### src/rtl/rs_chien_seq.sv
// rs_chien_seq: multi-cycle Chien search, PAR_NUM locator evaluations per cycle.
// Optional early exit once roots found equal degree: RS_CHIEN_EARLY_EXIT_EN.
package gf_pkg;
  localparam int SYMB_WIDTH = 8;
  localparam int SYMB_NUM = 1 << SYMB_WIDTH;
  localparam int T_LEN = 8;
  localparam logic [SYMB_WIDTH:0] PRIM_POLY = 9'h11D;

  typedef logic [SYMB_WIDTH-1:0] symb_t;
  typedef logic [T_LEN:0][SYMB_WIDTH-1:0] poly_t;

  function automatic symb_t gf_mul(input symb_t a, input symb_t b);
    symb_t r;
    symb_t s;
    r = '0;
    s = a;
    for (int n = 0; n < SYMB_WIDTH; n++) begin
      if (b[n]) r = r ^ s;
      if (s[SYMB_WIDTH-1])
        s = (s << 1) ^ PRIM_POLY[SYMB_WIDTH-1:0];
      else
        s = s << 1;
    end
    return r;
  endfunction

  function automatic symb_t alpha_to_symb(input int i);
    symb_t r;
    r = symb_t'(1);
    for (int n = 0; n < SYMB_NUM - 1; n++)
      if (n < i) r = gf_mul(r, symb_t'(2));
    return r;
  endfunction

  function automatic symb_t gf_poly_eval(input poly_t p, input symb_t x);
    symb_t acc;
    acc = '0;
    for (int j = T_LEN; j >= 0; j--)
      acc = gf_mul(acc, x) ^ p[j];
    return acc;
  endfunction
endpackage

module rs_chien_seq
  import gf_pkg::*;
#(
  parameter int PAR_NUM = 4
) (
  input  logic                               aclk,
  input  logic                               aresetn,
  input  logic [T_LEN:0][SYMB_WIDTH-1:0]     error_locator,
  input  logic                               error_locator_vld,
  output logic                               error_locator_rdy,
  output logic [SYMB_NUM-2:0]                error_positions,
  output logic [$clog2(T_LEN+1)-1:0]         root_cnt,
  output logic                               decode_fail,
  output logic                               error_positions_vld,
  input  logic                               error_positions_rdy
);
  localparam int CNT_W = $clog2(T_LEN + 1);
  localparam int IDX_W = $clog2(2 * SYMB_NUM);
  localparam int POS_W = $clog2(SYMB_NUM - 1);
  localparam int SUM_W = $clog2(2 * (T_LEN + 1) + PAR_NUM + 1);
  localparam logic [CNT_W-1:0] CNT_MAX = '1;
  localparam logic [IDX_W-1:0] LAST = IDX_W'(SYMB_NUM - 1);
  localparam symb_t ALPHA_P = alpha_to_symb(PAR_NUM);

  typedef enum logic [1:0] {
    IDLE,
    SEARCH,
    DONE
  } state_e;

  state_e state_q, state_d;
  poly_t poly_q, poly_d;
  logic [CNT_W-1:0] deg_q, deg_d;
  logic [IDX_W-1:0] idx_q, idx_d;
  symb_t x_q [PAR_NUM];
  symb_t x_d [PAR_NUM];
  logic [SYMB_NUM-2:0] bitmap_q, bitmap_d;
  logic [CNT_W-1:0] cnt_q, cnt_d;
  logic fail_q, fail_d;

  logic [PAR_NUM-1:0] hit;
  logic [IDX_W-1:0] lane_i [PAR_NUM];
  logic [POS_W-1:0] pos [PAR_NUM];
  logic [SUM_W-1:0] sum;
  logic [CNT_W-1:0] cnt_sat;
  logic [CNT_W-1:0] deg_in;
  logic last_iter;
  logic search_end;
  logic accept;

  // Per-lane root test; lanes past the last field element are masked.
  always_comb begin
    hit = '0;
    for (int k = 0; k < PAR_NUM; k++) begin
      lane_i[k] = idx_q + IDX_W'(k);
      pos[k] = POS_W'(SYMB_NUM - 2) - lane_i[k][POS_W-1:0];
      if (lane_i[k] < LAST && gf_poly_eval(poly_q, x_q[k]) == '0)
        hit[k] = 1'b1;
    end
  end

  // Saturating root count including this cycle's hits.
  always_comb begin
    sum = SUM_W'(cnt_q);
    for (int k = 0; k < PAR_NUM; k++)
      sum = sum + SUM_W'(hit[k]);
    if (sum > SUM_W'(CNT_MAX))
      cnt_sat = CNT_MAX;
    else
      cnt_sat = sum[CNT_W-1:0];
    last_iter = (idx_q + IDX_W'(PAR_NUM)) >= LAST;
  end

  // Degree of the incoming locator: highest nonzero coefficient.
  always_comb begin
    deg_in = '0;
    for (int j = 1; j <= T_LEN; j++)
      if (error_locator[j] != '0) deg_in = CNT_W'(j);
  end

  // Next state and handshake outputs.
  always_comb begin
    state_d = state_q;
    error_locator_rdy = 1'b0;
    error_positions_vld = 1'b0;
    search_end = 1'b0;
    unique case (state_q)
      IDLE: begin
        error_locator_rdy = 1'b1;
        if (error_locator_vld) state_d = SEARCH;
      end
      SEARCH: begin
        search_end = last_iter;
`ifdef RS_CHIEN_EARLY_EXIT_EN
        if (cnt_sat >= deg_q) search_end = 1'b1;
`else
        search_end = last_iter;
`endif
        if (search_end) state_d = DONE;
      end
      DONE: begin
        error_positions_vld = 1'b1;
        if (error_positions_rdy) state_d = IDLE;
      end
      default: state_d = IDLE;
    endcase
  end

  assign accept = error_locator_rdy & error_locator_vld;

  // Datapath next state: load on accept, step evaluators during search.
  always_comb begin
    poly_d = poly_q;
    deg_d = deg_q;
    idx_d = idx_q;
    x_d = x_q;
    bitmap_d = bitmap_q;
    cnt_d = cnt_q;
    fail_d = fail_q;
    if (accept) begin
      poly_d = error_locator;
      deg_d = deg_in;
      idx_d = '0;
      bitmap_d = '0;
      cnt_d = '0;
      fail_d = 1'b0;
      for (int k = 0; k < PAR_NUM; k++)
        x_d[k] = alpha_to_symb(k);
    end else if (state_q == SEARCH) begin
      idx_d = idx_q + IDX_W'(PAR_NUM);
      cnt_d = cnt_sat;
      for (int k = 0; k < PAR_NUM; k++) begin
        x_d[k] = gf_mul(x_q[k], ALPHA_P);
        if (hit[k]) bitmap_d[pos[k]] = 1'b1;
      end
      if (search_end) fail_d = (cnt_sat != deg_q);
    end
  end

  // State register.
  always_ff @(posedge aclk or negedge aresetn) begin
    if (!aresetn) state_q <= IDLE;
    else          state_q <= state_d;
  end

  // Datapath registers.
  always_ff @(posedge aclk or negedge aresetn) begin
    if (!aresetn) begin
      poly_q <= '0;
      deg_q <= '0;
      idx_q <= '0;
      bitmap_q <= '0;
      cnt_q <= '0;
      fail_q <= 1'b0;
      for (int k = 0; k < PAR_NUM; k++) x_q[k] <= '0;
    end else begin
      poly_q <= poly_d;
      deg_q <= deg_d;
      idx_q <= idx_d;
      bitmap_q <= bitmap_d;
      cnt_q <= cnt_d;
      fail_q <= fail_d;
      for (int k = 0; k < PAR_NUM; k++) x_q[k] <= x_d[k];
    end
  end

  assign error_positions = bitmap_q;
  assign root_cnt = cnt_q;
  assign decode_fail = fail_q;
endmodule

### config.mk
export PLATFORM = sky130hd
export DESIGN_NAME = rs_chien_seq
export DESIGN_NICKNAME = d
export VERILOG_FILES = /design/src/rtl/rs_chien_seq.sv
export SDC_FILE = /design/constraint.sdc
export NUM_CORES = 2
export LEC_CHECK = 0
export CAP_MARGIN = 5
export CORE_MARGIN = 8
export CORE_UTILIZATION = 36
export DETAILED_ROUTE_END_ITERATION = 10
export GPL_TIMING_DRIVEN = 0
export MAX_ROUTING_LAYER = met4
export PLACE_DENSITY = 0.49
export SLEW_MARGIN = 20
export SYNTH_ARGS = -nofsm -noshare
export SYNTH_HDL_FRONTEND = slang
export SYNTH_SLANG_ARGS = --single-unit
### constraint.sdc
create_clock -name aclk -period 20.3 [get_ports aclk]
set_input_delay 4.06 -clock aclk [delete_from_list [all_inputs] [get_ports aclk]]
set_output_delay 4.06 -clock aclk [all_outputs]
set_load 0.005 [all_outputs]
Yosys cells after proc, flatten, opt, wreduce, memory -nomap -nowiden --
Index checks and enable logic that the tools add are counted.
Storage, ports and cells: memories 0, output and inout port bits 262, bits in registers 379, bits of input ports 76, bits in read-only memories 0, word-level logic and storage cells 1110, bits in latches 0, bits in writable memories 0
Operators by class: equality and inequality tests 6, $add $sub $neg 12, multiplexer cells 552, divide/modulo/power cells 0, bitwise logic cells 482, multipliers 0, order comparisons 14, shifts and indexed selects 0, reductions and logical operators 25
Operators with widths (number):
- $mux 255 | 12
- $mux 8 | 282
- $xor 8x8->8 | 256
- $mux 5 | 221
- $or 255x255->255 | 4
- $not 4->4 | 221
- $mux 32 | 2
- $reduce_bool 8->1 | 8
- $lt 8x9->1 const B | 4
- $lt 9x8->1 const B | 4
- $demux 1 s8 | 4
- $ge 8x1->1 const B | 4
- $logic_not 8->1 | 4
- $sub 8x8->8 const A | 4
- $add 9x2->9 const B | 2
- $mux 9 | 2
- $mux 4 | 4
- $add 5x1->5 | 3
- $mux 1 | 15
- $mux 3 | 4
- $mux 2 | 5
- $add 9x1->9 const B | 1
- $add 9x3->9 const B | 1
- $ge 9x8->1 const B | 1
- other kinds (13) | 23

Longest topological paths before layout --
depth after elaboration 154, depth in mapped cells 67, depth with buffers taken out 55

Least setup slack after synthesis --
Ideal clock, no wire load.
path type flip-flop to flip-flop, start point register poly_q[70] (netlist bit), end point register fail_q (netlist: decode_fail), setup slack 4.921 ns, data arrival time 15.245 ns, stages on the path, launching flop included 54, setup time 0.135 ns, path buffers 4, clock period less this slack 15.379 ns, data required time 20.165 ns, path through dfrtp_1 > buf_6 > xor3_2 > xor2_2 > nand2_1 > xnor3_1 > xnor3_2 > xnor3_1 > nand2_1 > xnor3_1 > xnor3_2 > xnor3_1 > nor2_2 > xnor3_1 > xnor3_2 > xor2_4 > xnor3_1 > mux2_1 > (+18 left out) > buf_2 > xnor3_2 > xnor2_2 > nand2_1 > xnor3_1 > nor4b_1 > a31o_1 > a2bb2oi_1 > buf_2 > or3_1 > fa_1 > fa_1 > inv_1 > fa_1 > nor4_1 > a21oi_1 > nor4_1 > nor3_1
Between the ends: cells in the longest elaborated chain, start to end 143, elaborated cells between the ends (all ways) 937, classes of those cells add/sub: 4; order compare: 1; eq/ne: 1; mux: 466; bitwise: 457; reduce/logical: 8
RTL lines:
- from (decl) | line 75 | poly_t poly_q, poly_d;
- from (signal assigned) | line 200 | poly_q <= poly_d;
- $xor 8x8->8 / $mux 8 (equally long branches) | line 18 | if (b[n]) r = r ^ s;
- $mux 8 / $xor 8x8->8 (equally long branches) | line 18
- $xor 8x8->8 / $mux 8 (equally long branches) | line 18
- $mux 8 / $xor 8x8->8 (equally long branches) | line 18
- $xor 8x8->8 / $mux 8 (equally long branches) | line 18
- $mux 8 / $xor 8x8->8 (equally long branches) | line 18
- $xor 8x8->8 / $mux 8 (equally long branches) | line 18
- $mux 8 / $xor 8x8->8 (equally long branches) | line 18
- (+126 left out)
- $add 5x1->5 (2 in a row) | line 109 | sum = sum + SUM_W'(hit[k]);
- $add 5x1->5 * | line 109
- $gt 5x4->1 | line 110 | if (sum > SUM_W'(CNT_MAX))
- $mux 4 * | line 110
- $ne 4x4->1 * | line 179 | if (search_end) fail_d = (cnt_sat != deg_q);
- $mux 1 * | line 179
- $mux 1 * | line 172 | end else if (state_q == SEARCH) begin
- $mux 1 * | line 163 | if (accept) begin
- to (signal assigned) | line 205 | fail_q <= fail_d;
- to (decl) | line 82 | logic fail_q, fail_d;
Every way passes the cells marked *; elsewhere a longest branch is shown, timed or not. The select of a mux whose other input is x is not followed. A chain may end at the register's enable or synchronous reset.

Worst setup path in the final report --
start point register poly_q[69] (netlist bit), end point register fail_q (netlist: decode_fail)
Between the ends: cells in the longest elaborated chain, start to end 142, elaborated cells between the ends (all ways) 935, classes of those cells add/sub: 4; order compare: 1; eq/ne: 1; mux: 465; bitwise: 456; reduce/logical: 8
RTL lines (line):
- branches (longest 135 deep; another with $mux 8)
- $add 5x1->5 * | 109
- $gt 5x4->1 | 110
- $mux 4 * | 110
- $ne 4x4->1 * | 179
- $mux 1 * | 179
- $mux 1 * | 172
- $mux 1 * | 163
Mark *: on every way between the ends. The select of a mux whose other input is x is not followed.

==> summary.txt <==
Logic synthesis
  – Yosys top cell area share: 17.6%
  – Top cells by area, synth: xnor3_1 (18%), xnor2_1 (16%), dfrtp_1 (15%)
  – Async S/R FF share, synth: 100%
  – YS warnings: 0
  – Ys flop type: dfrtp_1
  – Mapped Nets: 7204
  – Syn avg cell area: 8.75 sq um
  – Sequential share of the synthesized area: 15.1%
  – Synth cell count leaders: nand2_1 (1818), xnor2_1 (1110), nor2_1 (542)
  – Synth Cell Area: 62300 sq um
  – FF+latch count, synth: 377
  – Most common cell in the netlist: nand2_1
  – EDFF count, synth: 0
  – Post-synth top area cell: xnor3_1
  – Post-synth cell types: 105
  – Gate count of the mapped netlist: 7114

Worst setup path
  – Crit Path Category: register to register
  – Setup crit start: poly_q[69]
  – CP Depth: 57
  – R2r setup slk: 0.73 ns
  – R2r worst-path depth: 57
  – Reg2reg end: decode_fail
  – Worst setup EP type: register
  – Required time worst endpoint: 20.78 ns
  – Worst-path maximum fanout: 10
  – Most numerous cell on the critical path: xnor2_1
  – Crit-path slowest cell: xnor2_1
  – Worst reg2reg startpoint: poly_q[69]
  – CP peak stage delay: 0.81 ns
  – Cell family with most CP delay: XOR/XNOR gates
  – Critical Path Source Type: register
  – Buf+Inv Stages, Crit Path: 8
  – Worst Path Arrival: 20.05 ns
  – Setup crit end: decode_fail

Floorplan
  – Die span in y: 432 microns
  – Row count: 152
  – Die area: 187000 sq um
  – Initial Util: 36.3%
  – Core ar.: 172000 sq um
  – Die width: 432 microns
  – I/O pins: 338

Global route
  – Overflow after GRT: 0
  – First-pass GRT wire length: 399 mm
  – Initial antenna violation count: 7
  – Vias in the first global route: 53.5k
  – Pin count of the biggest net entering global routing: 89
  – GRT Overall Usage: 29.7%

Detailed routing
  – WL/cell: 28.5 microns
  – Final WL: 282 mm
  – Vias: 54.7k
  – Drt pass-1 iters: 6
  – DRC Markers: 0
  – Drt initial violations: 5605
  – Antenna Violating Nets Remaining: 0
  – Vias/cell: 5.54

Clocking
  – Root Buffer: clkbuf_16
  – Post-CTS setup buffers: 0
  – Clock slew at reported path FFs: 0.06 ns
  – CTS buffer count: 48
  – Hold Buf Count CTS: 0
  – CTS tree: built
  – PostCTS Resize Cnt: 0
  – CTS max path bufs: 3
  – Clk_lat worst skew: 0.63 ns
  – # clock sinks: 377
  – Htree depth: 2

Min path
  – Worst hold path type: register to register
  – Worst hold path stage count: 2

Timing
  – Final Setup Violations: 0
  – Slew Limit Headroom: 12.2%
  – Fin. max-slew vios: 0
  – RSZ-0062 raised after global routing: no
  – Final Cycle Share: 96.4%
  – Min Tclk post-route: 19.57 ns
  – Fmax: 51.1 MHz
  – Fin Hold WS: 0.478 ns
  – Slew @ Worst Pin: 1.32 ns
  – Clock Skew: 0.0348 ns
  – Final Hold Viols: 0

Placement
  – GP Congestion: 0.952
  – Post-DP HPWL: 212 mm
  – Buffers on Ports: 337

Finish
  – Area grow syn2layout: 13.3%
  – Share of layout cells above drive strength 1: 9.54%
  – Nets: 7601
  – # fillers: 17.4k

Status
  – Outcome: finished, final reports clean

Run
  – Max_cap viols: 0
how the worst min path moves through the flow:
stage | from | to | slack, ns
2_1_floorplan | error_positions[139] | error_positions[139] | 0.47
3_3_place_gp | error_positions[155] | error_positions[155] | 0.46
3_5_place_dp | error_positions[143] | error_positions[143] | 0.46
4_1_cts | error_positions[130] | error_positions[130] | 0.48
5_1_grt | error_positions[107] | error_positions[107] | 0.50
6_report | error_positions[85] | error_positions[85] | 0.48
placed cells by master, fill, tap and decap left out, drive strengths merged, types with 19 or more instances in the layout:
master,Yosys,routed
nor2,544,544
clkbuf,264,333
xor2,460,460
xor3,89,89
nand3,92,92
a21oi,109,109
a31oi,19,19
dfrtp,377,377
nor2b,20,20
inv,40,43
a222oi,23,23
buf,325,336
or3,27,27
a211oi,31,31
o41ai,139,139
o211ai,36,36
nand2,1819,1819
mux2i,103,103
clkdlybuf4s50,0,336
xnor3,513,513
o31ai,75,75
and2,33,33
nor4,28,28
or2,20,20
nand2b,34,34
xnor2,1190,1190
a22oi,84,84
mux2,31,31
nand4,24,24
and3,26,26
o21ai,169,169
a221oi,36,36
nor3,77,77
flip-flops by register name, indices dropped and copies added, names as in the netlist:
register         flops
decode_fail          1
deg_q                4
error_positions    255
idx_q                7
poly_q              72
root_cnt             4
state_q              2
x_q                 32
stage by stage:
stage	instance area [sq um]	setup slack (ns)	setup TNS, ns	cells	utilization (%)
3_5_place_dp	68900	1.26	0	9771	40.1
3_3_place_gp	68500	-3.14	-1141.49	9761	39.9
5_1_grt	70500	0.00101	0	9859	41.1
4_1_cts	70500	1.12	0	9854	41.1
2_1_floorplan	62300	4.92	0	7114	-
6_report	70500	0.732	0	9863	41.1
worst min-delay path, cell delays in order, from the launching register on:
cell,delay (ns)
dfrtp_1,0.33
nand2_1,0.06
o31ai_2,0.05
cells by family after synthesis:
logic type                 synth area share, %
DFF                                       15.1
adders and majority gates                0.317
buffers and inverters                     5.04
muxes                                     2.22
and+or+nand+nor                           18.4
xor gates and xnor gates                  46.9
AOI/OAI and AO/OA                         12.0
cell type report:
type | instances | area, sq um | share of cell area, %
tap | 2310 | 2890 | 4.10
clock buffer | 69 | 1400 | 1.99
sequential | 377 | 9440 | 13.4
antenna | 9 | 22.5 | 0.0319
buffer | 601 | 3000 | 4.26
timing repair buffer | 347 | 3630 | 5.15
multi-input combinational | 6088 | 49800 | 70.5
clock inverter | 14 | 214 | 0.303
inverter | 48 | 180 | 0.255
metal layers:
layer | up-vias | track usage [%] | routed length [microns]
met1 | 27396 | 36.6 | 115000
met2 | 2223 | 46.8 | 128000
met5 | - | - | 0
met4 | 0 | 14.6 | 17000
met3 | 457 | 5.42 | 21700
li1 | 24608 | - | -
Power is left out: the tool's default activity adds up to more than one toggle a clock period on the data nets, which glitch-free logic cannot reach.
